`src/rtl/cache_arb_pkg.sv`:
```
// Shared types for the I/D cache to L2 arbiter: FSM states, captured
// operation codes, grant tracking and default bus widths.
package cache_arb_pkg;

    localparam int DEF_ADDR_WIDTH = 16;
    localparam int DEF_LINE_WIDTH = 128;

    typedef logic [DEF_ADDR_WIDTH-1:0] addr_t;
    typedef logic [DEF_LINE_WIDTH-1:0] line_t;

    typedef enum logic [1:0] {
        IDLE    = 2'd0,
        SERVE_I = 2'd1,
        SERVE_D = 2'd2,
        DONE    = 2'd3
    } arb_state_t;

    typedef enum logic [1:0] {
        NONE  = 2'd0,
        READ  = 2'd1,
        WRITE = 2'd2
    } arb_op_t;

    // Which requester won the most recent tie; the other one wins the next.
    typedef enum logic {
        GRANT_I = 1'b0,
        GRANT_D = 1'b1
    } grant_t;

endpackage

```
`src/rtl/cache_arbiter_if.sv`:
```
// Bus bundle between the two L1 caches, the arbiter and the shared L2.
// The slave modport is the arbiter's view; master is the surrounding system.
interface cache_arbiter_if
    import cache_arb_pkg::*;
#(
    parameter int ADDR_WIDTH = DEF_ADDR_WIDTH,
    parameter int LINE_WIDTH = DEF_LINE_WIDTH
);

    logic                  i_read;
    logic [ADDR_WIDTH-1:0] i_address;
    logic [LINE_WIDTH-1:0] i_rdata;
    logic                  i_resp;

    logic                  d_read;
    logic                  d_write;
    logic [ADDR_WIDTH-1:0] d_address;
    logic [LINE_WIDTH-1:0] d_wdata;
    logic [LINE_WIDTH-1:0] d_rdata;
    logic                  d_resp;

    logic                  l2_read;
    logic                  l2_write;
    logic [ADDR_WIDTH-1:0] l2_address;
    logic [LINE_WIDTH-1:0] l2_wdata;
    logic [LINE_WIDTH-1:0] l2_rdata;
    logic                  l2_resp;

    modport slave (
        input  i_read, i_address, d_read, d_write, d_address, d_wdata,
               l2_rdata, l2_resp,
        output i_rdata, i_resp, d_rdata, d_resp,
               l2_read, l2_write, l2_address, l2_wdata
    );

    modport master (
        output i_read, i_address, d_read, d_write, d_address, d_wdata,
               l2_rdata, l2_resp,
        input  i_rdata, i_resp, d_rdata, d_resp,
               l2_read, l2_write, l2_address, l2_wdata
    );

endinterface

```
`src/rtl/cache_arb_req_reg.sv`:
```
// Holds the operation, address and write data of the request currently
// being forwarded to L2. Write data has its own enable so an I-side grant
// leaves the last D-side write data untouched.
module cache_arb_req_reg
    import cache_arb_pkg::*;
#(
    parameter int ADDR_WIDTH = DEF_ADDR_WIDTH,
    parameter int LINE_WIDTH = DEF_LINE_WIDTH
) (
    input  logic                  clk,
    input  logic                  reset,
    input  logic                  load,
    input  logic                  load_wdata,
    input  arb_op_t               op_in,
    input  logic [ADDR_WIDTH-1:0] addr_in,
    input  logic [LINE_WIDTH-1:0] wdata_in,
    output arb_op_t               op_q,
    output logic [ADDR_WIDTH-1:0] addr_q,
    output logic [LINE_WIDTH-1:0] wdata_q
);

    // Capture the granted request; cleared immediately on reset.
    always_ff @(posedge clk or posedge reset) begin
        if (reset) begin
            op_q    <= NONE;
            addr_q  <= '0;
            wdata_q <= '0;
        end else begin
            if (load) begin
                op_q   <= op_in;
                addr_q <= addr_in;
            end
            if (load_wdata) begin
                wdata_q <= wdata_in;
            end
        end
    end

endmodule

```
`src/rtl/cache_arbiter.sv`:
```
// Round-robin arbiter sharing one L2 port between an I-cache (fills only)
// and a D-cache (fills and writebacks). One transaction at a time, with a
// one-cycle DONE gap between transactions.
module cache_arbiter
    import cache_arb_pkg::*;
#(
    parameter int ADDR_WIDTH = DEF_ADDR_WIDTH,
    parameter int LINE_WIDTH = DEF_LINE_WIDTH
) (
    input logic            clk,
    input logic            reset,
    cache_arbiter_if.slave bus
);

    arb_state_t            state;
    arb_state_t            state_next;
    grant_t                last_grant;
    grant_t                grant_next;

    logic                  load;
    logic                  load_wdata;
    arb_op_t               op_in;
    logic [ADDR_WIDTH-1:0] addr_in;
    logic [LINE_WIDTH-1:0] wdata_in;
    arb_op_t               cap_op;
    logic [ADDR_WIDTH-1:0] cap_addr;
    logic [LINE_WIDTH-1:0] cap_wdata;

    logic                  i_req;
    logic                  d_req;
    logic                  serving;

    assign i_req   = bus.i_read;
    assign d_req   = bus.d_read | bus.d_write;
    assign serving = (state == SERVE_I) || (state == SERVE_D);

    cache_arb_req_reg #(
        .ADDR_WIDTH (ADDR_WIDTH),
        .LINE_WIDTH (LINE_WIDTH)
    ) u_req_reg (
        .clk        (clk),
        .reset      (reset),
        .load       (load),
        .load_wdata (load_wdata),
        .op_in      (op_in),
        .addr_in    (addr_in),
        .wdata_in   (wdata_in),
        .op_q       (cap_op),
        .addr_q     (cap_addr),
        .wdata_q    (cap_wdata)
    );

    // State and round-robin pointer; reset gives the I-cache the first tie.
    always_ff @(posedge clk or posedge reset) begin
        if (reset) begin
            state      <= IDLE;
            last_grant <= GRANT_D;
        end else begin
            state      <= state_next;
            last_grant <= grant_next;
        end
    end

    // Grant decision, request capture and completion tracking.
    always_comb begin
        state_next = state;
        grant_next = last_grant;
        load       = 1'b0;
        load_wdata = 1'b0;
        op_in      = NONE;
        addr_in    = '0;
        wdata_in   = '0;
        case (state)
            IDLE: begin
                if (i_req && (!d_req || last_grant == GRANT_D)) begin
                    state_next = SERVE_I;
                    load       = 1'b1;
                    op_in      = READ;
                    addr_in    = bus.i_address;
                    if (d_req) begin
                        grant_next = GRANT_I;
                    end
                end else if (d_req) begin
                    state_next = SERVE_D;
                    load       = 1'b1;
                    load_wdata = 1'b1;
                    op_in      = bus.d_write ? WRITE : READ;
                    addr_in    = bus.d_address;
                    wdata_in   = bus.d_wdata;
                    if (i_req) begin
                        grant_next = GRANT_D;
                    end
                end
            end
            SERVE_I, SERVE_D: begin
                if (bus.l2_resp) begin
                    state_next = DONE;
                end
            end
            DONE: begin
                state_next = IDLE;
            end
            default: begin
                state_next = IDLE;
            end
        endcase
    end

    assign bus.l2_read    = serving && (cap_op == READ);
    assign bus.l2_write   = serving && (cap_op == WRITE);
    assign bus.l2_address = cap_addr;
    assign bus.l2_wdata   = cap_wdata;

    assign bus.i_resp  = (state == SERVE_I) && bus.l2_resp;
    assign bus.d_resp  = (state == SERVE_D) && bus.l2_resp;
    assign bus.i_rdata = bus.l2_rdata;
    assign bus.d_rdata = bus.l2_rdata;

endmodule

```
`src/flat_wrapper.sv`:
```
// flat-port wrapper written by rule: the top's interface ports become plain ports
module cache_arbiter_flat import cache_arb_pkg::*;
#(
    parameter int ADDR_WIDTH = DEF_ADDR_WIDTH,
    parameter int LINE_WIDTH = DEF_LINE_WIDTH
)
  (clk, reset, bus_i_read, bus_i_address, bus_d_read, bus_d_write, bus_d_address, bus_d_wdata, bus_l2_rdata, bus_l2_resp, bus_i_rdata, bus_i_resp, bus_d_rdata, bus_d_resp, bus_l2_read, bus_l2_write, bus_l2_address, bus_l2_wdata);
  cache_arbiter_if #(.ADDR_WIDTH(ADDR_WIDTH), .LINE_WIDTH(LINE_WIDTH)) bus_i ();
  input logic clk;
  input logic reset;
  input wire logic [$bits(bus_i.i_read)-1:0] bus_i_read;
  input wire logic [$bits(bus_i.i_address)-1:0] bus_i_address;
  input wire logic [$bits(bus_i.d_read)-1:0] bus_d_read;
  input wire logic [$bits(bus_i.d_write)-1:0] bus_d_write;
  input wire logic [$bits(bus_i.d_address)-1:0] bus_d_address;
  input wire logic [$bits(bus_i.d_wdata)-1:0] bus_d_wdata;
  input wire logic [$bits(bus_i.l2_rdata)-1:0] bus_l2_rdata;
  input wire logic [$bits(bus_i.l2_resp)-1:0] bus_l2_resp;
  output wire logic [$bits(bus_i.i_rdata)-1:0] bus_i_rdata;
  output wire logic [$bits(bus_i.i_resp)-1:0] bus_i_resp;
  output wire logic [$bits(bus_i.d_rdata)-1:0] bus_d_rdata;
  output wire logic [$bits(bus_i.d_resp)-1:0] bus_d_resp;
  output wire logic [$bits(bus_i.l2_read)-1:0] bus_l2_read;
  output wire logic [$bits(bus_i.l2_write)-1:0] bus_l2_write;
  output wire logic [$bits(bus_i.l2_address)-1:0] bus_l2_address;
  output wire logic [$bits(bus_i.l2_wdata)-1:0] bus_l2_wdata;
  assign bus_i.i_read = bus_i_read;
  assign bus_i.i_address = bus_i_address;
  assign bus_i.d_read = bus_d_read;
  assign bus_i.d_write = bus_d_write;
  assign bus_i.d_address = bus_d_address;
  assign bus_i.d_wdata = bus_d_wdata;
  assign bus_i.l2_rdata = bus_l2_rdata;
  assign bus_i.l2_resp = bus_l2_resp;
  assign bus_i_rdata = bus_i.i_rdata;
  assign bus_i_resp = bus_i.i_resp;
  assign bus_d_rdata = bus_i.d_rdata;
  assign bus_d_resp = bus_i.d_resp;
  assign bus_l2_read = bus_i.l2_read;
  assign bus_l2_write = bus_i.l2_write;
  assign bus_l2_address = bus_i.l2_address;
  assign bus_l2_wdata = bus_i.l2_wdata;
  cache_arbiter #(.ADDR_WIDTH(ADDR_WIDTH), .LINE_WIDTH(LINE_WIDTH)) u_core (.clk(clk), .reset(reset), .bus(bus_i));
endmodule
```
`config.mk`:
```
export PLATFORM = sky130hd
export DESIGN_NAME = cache_arbiter_flat
export DESIGN_NICKNAME = d
export VERILOG_FILES = /design/src/rtl/cache_arb_pkg.sv /design/src/rtl/cache_arbiter_if.sv /design/src/rtl/cache_arb_req_reg.sv /design/src/rtl/cache_arbiter.sv /design/src/flat_wrapper.sv
export SDC_FILE = /design/constraint.sdc
export NUM_CORES = 1
export LEC_CHECK = 0
export CORE_AREA = 2 2 271 273
export DETAILED_ROUTE_END_ITERATION = 8
export DIE_AREA = 0 0 273 275
export PLACE_DENSITY = 0.34
export RECOVER_POWER = 25
export SKIP_LAST_GASP = 1
export SLEW_MARGIN = 20
export SYNTH_ARGS = -nofsm -noshare
export SYNTH_HDL_FRONTEND = slang
export SYNTH_SLANG_ARGS = --single-unit
```
`constraint.sdc`:
```
create_clock -name clk -period 5.5 [get_ports clk]
set_clock_uncertainty 0.15 [all_clocks]
set_input_delay 0.825 -clock clk [delete_from_list [all_inputs] [get_ports clk]]
set_output_delay 0.825 -clock clk [all_outputs]
set_load 0.1 [all_outputs]
```
== After elaboration in Yosys (flattened, before gate mapping) ==
Index checks and enable logic that the tools add are counted.
Storage, ports and cells
  logic and storage cells: 49
  bits in registers: 149
  output and inout bits: 404
  input port bits: 294
Cells by class
  mux-type cells: 23
  equal/unequal tests: 7
  bitwise logic cells: 1
  reductions and logical operators: 13
Operators with widths (count)
  128-bit two-way mux: 3
  16-bit two-way mux: 3
  2-bit two-way mux: 7
  1-bit two-way mux: 9
  2-bit equality test (second input constant): 3
  2-bit case mux with 3 select lines: 1
  1-bit logical AND: 5
  2-bit by 1-bit equality test with 1-bit output (second input constant): 2
  3-bit by 1-bit inequality test with 1-bit output (second input constant): 1
  3-bit AND reduction: 1
  2-bit zero test: 1
  1-bit logical OR: 2
  2-bit inequality test (second input constant): 1
  2-bit AND reduction: 1
  2-bit nonzero test: 1
  2-bit OR reduction: 1
  1-bit zero test: 1
  1-bit bitwise OR: 1

== Depth between registers and ports, before layout ==
Gate-level depths: netlist of the first run.
  word-level depth: 6
  gate-level depth with buffers: 7
  depth with buffers taken out: 5

== Cells and area by module ==
Synthesis of the first run repeated with hierarchy kept, for this count alone.
Unflattened totals
  cell total of the unflattened synthesis: 783
  area, all modules: 8881.0 um2
Modules (own cells, without submodules)
  cache_arb_req_reg: area each 5495.3 um2, times used 1, sequential area each 3653.5 um2, cells an instance 309
  cache_arbiter: area each 3385.7 um2, times used 1, sequential area each 76.3 um2, cells an instance 474

== Least setup slack after synthesis of the first run ==
Ideal clock, no wire load.
  path type: register -> output
  start: register u_core.state[0]
  end: output bus_l2_write
  data arrival time: 2.006 ns
  required time: 4.525 ns
  cell stages (with the launch flop): 5
  buffers on the path: 0
  slack: 2.519 ns
  cells stage by stage: dfrtp_1 inv_1 ha_1 nand2_1 nor2_1
Between the ends
  word-level cells in the longest chain between the ends: 3
  elaborated cells on any way between the ends: 4
  classes of those cells: eq/ne (2); reduce/logical (2)
Ends and longest elaborated chain
  start: declaration: RTL line cache_arbiter.sv:15  | arb_state_t state;
  start signal: assignment: RTL line cache_arbiter.sv:59  | state <= state_next;
  2-bit by 1-bit equality test with 1-bit output or 2-bit equality test (tied branches): RTL line cache_arbiter.sv:35  | assign serving = (state == SERVE_I) || (state == SERVE_D);
  1-bit logical OR *: RTL line cache_arbiter.sv:35
  1-bit logical AND *: RTL line cache_arbiter.sv:110  | assign bus.l2_write = serving && (cap_op == WRITE);
  end: declaration: RTL line flat_wrapper.sv:24  | output wire logic [$bits(bus_i.l2_write)-1:0] bus_l2_write;
Every way passes the cells marked *; elsewhere a longest branch is shown, timed or not.

==> run metrics, run 1 <==
relative slew slack -107%; Initial Utilization 10.9%; CTS tree done; Synth Flop Type dfrtp_1; largest area contributor in the netlist dfrtp_1; total wire length 24.4 mm; worst path required time 5230 ps; RSZ-0062 raised after global routing no; fin crit share 71.1%; post-synth cell types 31; maximum number of pins on one net before global-route repair 82; Post-Syn Instances 656; H-tree levels 4; max_cap viols 1; sequential fraction of the synthesis area 47.2%; CTS Buffer Depth 2; Die Area 75100 um2; Final Max Tran Viols 69; Synth top area share 46.8%; FF-to-FF Start u_core.last_grant; violated checks capacitance limit, slew limit; global route overflow 0; Hold Startpoint u_core.u_req_reg.wdata_q[85]; Worst setup EP type async pin; startpoint types input port; gr usage total 6.41%; Core Footprint 72300 um2; syn avg cell area 12.1 um2; Routability Congestion 0.665; Filler Cells Inserted 8117; initial DRC count 164; CTS buffer count 17; initial antenna violation count 0; layout cells sized above 1 8.43%; die height 275 um; Skew-Pair Late Insertion Delay 470 ps; # rows 99; setup TNS 0 ps; hold crit path type reg -> reg; Final Net Count 1009; Final Critical Period 3910 ps; HPWL Detailed 17.6 mm; final setup fails 0; Pre-antenna DRT Iters 4; CP peak stage delay 2150 ps; first-pass GRT wire length 34.5 mm; hold buffer count at CTS 0; post-route ant nets 0; clock-pin transition on the worst setup and hold timing paths 70 ps; Root Driver clkbuf_16; # port buffers 313; # diodes 0; Critical path buffers and inverters 2; Async S/R FF share, synth 100%; Layout Area Growth over Synthesis 36.4%; WL/cell 14.5 um; Worst Setup SP reset; final std cells w/o fill 1683; Hold Slack 340 ps; crit-path leading delay family buffers and inverters; Die W 273 um; vias per cell 2.85; Core Util, Final 14.9%; worst-path maximum fanout 69; largest cells by area after synthesis dfrtp_1, buf_4, mux2_1, mux2_2, buf_6; total setup buffers inserted after CTS 0; io pins 698; Syn. warnings 0; DRC 0; Final Hold Fails 0; Least-Margin Pin Slew 3110 ps; Critical Path Slowest Stage Cell inv_1; Sink Count 149; outcome finished with violations; Syn Nets 953; CP Cell Sequence dlygate4sd3_1 -> inv_1; Max Fclk 256 MHz; Crit Path Class in -> async; Seq cells post-synth 149; EDFF count, synth 0; vias in the first global route 5044; # resized after CTS 0; Worst Path Arrival 3640 ps; Via Count 4789; synthesized cell area 7910 um2; placed cell count 1652
==> cell usage after synthesis (all sizes together) (3+ instances only) <==
library cell  instances
clkbuf                9
inv                   3
mux2                128
a21oi                18
buf                 275
and2                  3
nor2                 18
a41oi                16
nand4                16
dfrtp               148
ha                    3
==> registers in the layout (all words and copies together), names as in the netlist <==
| signal | cells |
|---|---|
| u_core.u_req_reg.op_q | 2 |
| u_core.last_grant | 1 |
| u_core.u_req_reg.addr_q | 16 |
| u_core.state | 2 |
| u_core.u_req_reg.wdata_q | 128 |
==> area by class of cell <==
| cell class | count | area (um2) | share of cell area, % |
|---|---|---|---|
| multi-input cells | 220 | 2040 | 18.9 |
| flip-flops and latches | 149 | 3730 | 34.6 |
| inverters | 3 | 11.3 | 0.104 |
| repair buffers | 321 | 3220 | 29.8 |
| clock buffers | 19 | 443 | 4.11 |
| well taps | 959 | 1200 | 11.1 |
| clock inverters | 12 | 146 | 1.36 |
==> through the flow <==
stage / worst slack, ps / area (um2)
6_report: 1590 / 10800
5_1_grt: 877 / 10800
4_1_cts: 1720 / 10800
3_5_place_dp: 1610 / 10200
3_3_place_gp: 1640 / 10200
2_1_floorplan: 519 / 7910
==> cell families (layout without fill, tap and decap cells) <==
| kind of cell | count (synthesis) | count (layout) | share of synthesized area, % |
|---|---|---|---|
| buffers and inverters | 287 | 355 | 27.1 |
| flip-flops | 149 | 149 | 47.2 |
| adder cells (fa/ha/maj) | 3 | 3 | 0.475 |
| XOR/XNOR | 1 | 1 | 0.111 |
| AND/OR/NAND/NOR | 46 | 46 | 3.07 |
| AO/OA/AOI/OAI | 42 | 42 | 3.81 |
| multiplexers | 128 | 128 | 18.2 |
==> placed cells by master (no fill, tap or decap) <==
master	netlist	layout
a21oi_1	18	18
a22o_1	1	1
o22a_1	1	1
o31ai_2	1	1
clkdlybuf4s50_1	0	312
o21bai_1	1	1
ha_1	3	3
a41oi_1	16	16
buf_4	258	6
and2_1	3	3
nand3_4	0	1
nor2_1	18	18
clkbuf_1	9	1
or2_1	1	1
mux2_2	20	20
dfrtp_1	148	148
buf_12	0	2
inv_1	3	3
a21boi_0	2	2
nand4_1	16	16
dfstp_2	1	1
o31a_1	1	1
and3_1	2	2
nor2b_1	1	1
dlygate4sd3_1	0	1
nand2_1	2	2
xor2_1	1	1
mux2_1	108	108
o32a_1	1	1
clkinvlp_4	0	3
bufinv_16	0	2
nor3_1	1	1
clkinv_4	0	2
clkbuf_16	0	17
inv_8	0	1
and3b_1	1	1
clkbuf_8	0	1
inv_6	0	4
==> path summary, 6_finish.rpt <==
check / cells after the start / to / slack (ps)
worst max register to register: 4 / u_core.u_req_reg.wdata_q[42] / 2770
worst max-delay path: 2 / u_core.u_req_reg.addr_q[13] / 1590
worst min register to register: 1 / u_core.u_req_reg.wdata_q[85] / 340
max in group clk: 3 / bus_i_resp / 1760
min in group asynchronous: 2 / u_core.u_req_reg.wdata_q[77] / 1770
worst min-delay path: 1 / u_core.u_req_reg.wdata_q[85] / 340
==> layer usage <==
layer	wire length (um)	share of wire [%]	GRT usage, %
met1	8820	36	6.39
met2	11400	47	10.0
met3	2970	12	3.90
met4	1200	4.9	4.29
met5	0	0	0
Power of run 1 is not shown: default switching activity piles up to over one toggle a cycle in this logic, so the estimate is an artifact.
==> run 2: changes to the inputs <==
Clock period 5.5 ns to 3.7 ns, I/O delays scaled along.
==> run 2 against run 1 <==
Effect of this change:
- cell area rose by 0.45%
- count of clock-buffer cells in the layout fell by 1
- highest routed layer is now met5
- sequential share of layout area fell by 0.16 points
- non-clock buffer count rose by 7
- the flow still finishes with violations (capacitance limit, slew limit)
- sequential cell count did not move
- critical endpoint is now bus_l2_wdata[65]
- die area did not move
- cell count rose by 0.48%
==> run metrics, run 2 (same netlist as run 1, synthesis figures left out) <==
vias per cell 2.87 (+0.77%); hold buffer count at CTS 0 (unchanged); gr usage total 6.97% (+0.55 points); CP peak stage delay 1210 ps (-940 ps); CTS Buffer Depth 2 (unchanged); die height 275 um (unchanged); CP Cell Sequence clkdlybuf4s50_1; # port buffers 313 (unchanged); number of flip-flops in the largest register 128 (unchanged); # rows 99 (unchanged); Filler Cells Inserted 8103 (-0.17%); Least-Margin Pin Slew 1780 ps (-1330 ps); max_cap viols 1 (unchanged); Die W 273 um (unchanged); commonest non-fill, non-tap cell in the layout clkdlybuf4s50_1; final std cells w/o fill 1691 (+0.48%); H-tree levels 4 (unchanged); DRC 0 (unchanged); CTS buffer count 17 (unchanged); Core Util, Final 15.0% (+0.067 points); Hold Slack 318 ps (-21.6 ps); global route overflow 0 (unchanged); hold crit path type in -> async; Max Fclk 365 MHz; Initial Utilization 10.9% (unchanged); fin crit share 74.0%; Routability Congestion 0.651 (-2.1%); Critical path buffers and inverters 1 (-1); violated checks capacitance limit, slew limit; # diodes 0 (unchanged); total wire length 26.7 mm (+9.2%); Root Driver clkbuf_16; Worst setup EP type primary output; Layout Area Growth over Synthesis 37.0%; startpoint types register; Critical Path Slowest Stage Cell clkdlybuf4s50_1; # resized after CTS 0 (unchanged); layout cells sized above 1 11.2% (+2.8 points); Pre-antenna DRT Iters 4 (unchanged); post-route ant nets 0 (unchanged); Largest Register u_core.u_req_reg.wdata_q; initial DRC count 128 (-22%); io pins 698 (unchanged); Sink Count 149 (unchanged); crit-path leading delay family buffers and inverters; relative slew slack -18.4% (+89 points); outcome finished with violations; Final Net Count 1016 (+0.69%); most frequent cells in the layout clkdlybuf4s50_1, dfrtp_1, mux2_1; worst path required time 2990 ps (-2240 ps); Core Footprint 72300 um2 (unchanged); final setup fails 0 (unchanged); CTS tree done; Final Critical Period 2740 ps; Skew-Pair Late Insertion Delay 470 ps (about the same); worst-path maximum fanout 2 (-97%); Final Max Tran Viols 62 (-10%); Final Hold Fails 0 (unchanged); Via Count 4849 (+1.3%); RSZ-0062 raised after global routing no; Crit Path Class reg -> out; clock-pin transition on the worst setup and hold timing paths 70 ps (about the same); Die Area 75100 um2 (unchanged); vias in the first global route 5243 (+3.9%); top flop regs u_core.u_req_reg.wdata_q (128), u_core.u_req_reg.addr_q (16); first-pass GRT wire length 37.3 mm (+8.1%); WL/cell 15.8 um (+8.7%); placed cell count 1659 (+0.42%); HPWL Detailed 19.8 mm (+13%); Worst Path Arrival 2030 ps (-1610 ps); initial antenna violation count 0 (unchanged); total setup buffers inserted after CTS 0 (unchanged); setup TNS 0 ps (unchanged); maximum number of pins on one net before global-route repair 86 (+4.9%)
run 2: worst paths after layout:
kind | start | to | slack [ps] | cells past startpoint
min in group clk | u_core.u_req_reg.wdata_q[77] | u_core.u_req_reg.wdata_q[77] | 340 | 1
max reg2reg | u_core.state[0] | u_core.u_req_reg.addr_q[14] | 1500 | 7
min | reset | u_core.u_req_reg.wdata_q[74] | 320 | 2
min reg2reg | u_core.u_req_reg.wdata_q[77] | u_core.u_req_reg.wdata_q[77] | 340 | 1
max in group asynchronous | reset | u_core.state[0] | 1090 | 3
max | u_core.u_req_reg.wdata_q[65] | bus_l2_wdata[65] | 960 | 1
run 2: metrics by stage:
stage	worst slack [ps]	area, um2
global route	721	10800
detailed placement	896	10300
global placement	912	10300
finish	962	10800
CTS	823	10900
floorplan	989	7910
run 2: layout make-up:
| cell class | instances | area (um2) | share of cell area [%] |
|---|---|---|---|
| Clock buffer | 18 | 439 | 4.05 |
| Clock inverter | 14 | 163 | 1.50 |
| Inverter | 3 | 12.5 | 0.115 |
| Multi-Input combinational cell | 220 | 2040 | 18.8 |
| Sequential cell | 149 | 3730 | 34.4 |
| Tap cell | 959 | 1200 | 11.1 |
| Timing Repair Buffer | 328 | 3250 | 30.0 |
run 2: routing by layer:
metal	track usage, %	up-vias	share of wire [%]
met3	4.56	98	13
li1	-	2097	-
met1	7.13	2285	36
met5	1.63	-	0.63
met2	10.5	363	46
met4	4.17	6	4.4
Power of run 2 is left out for the same reason.
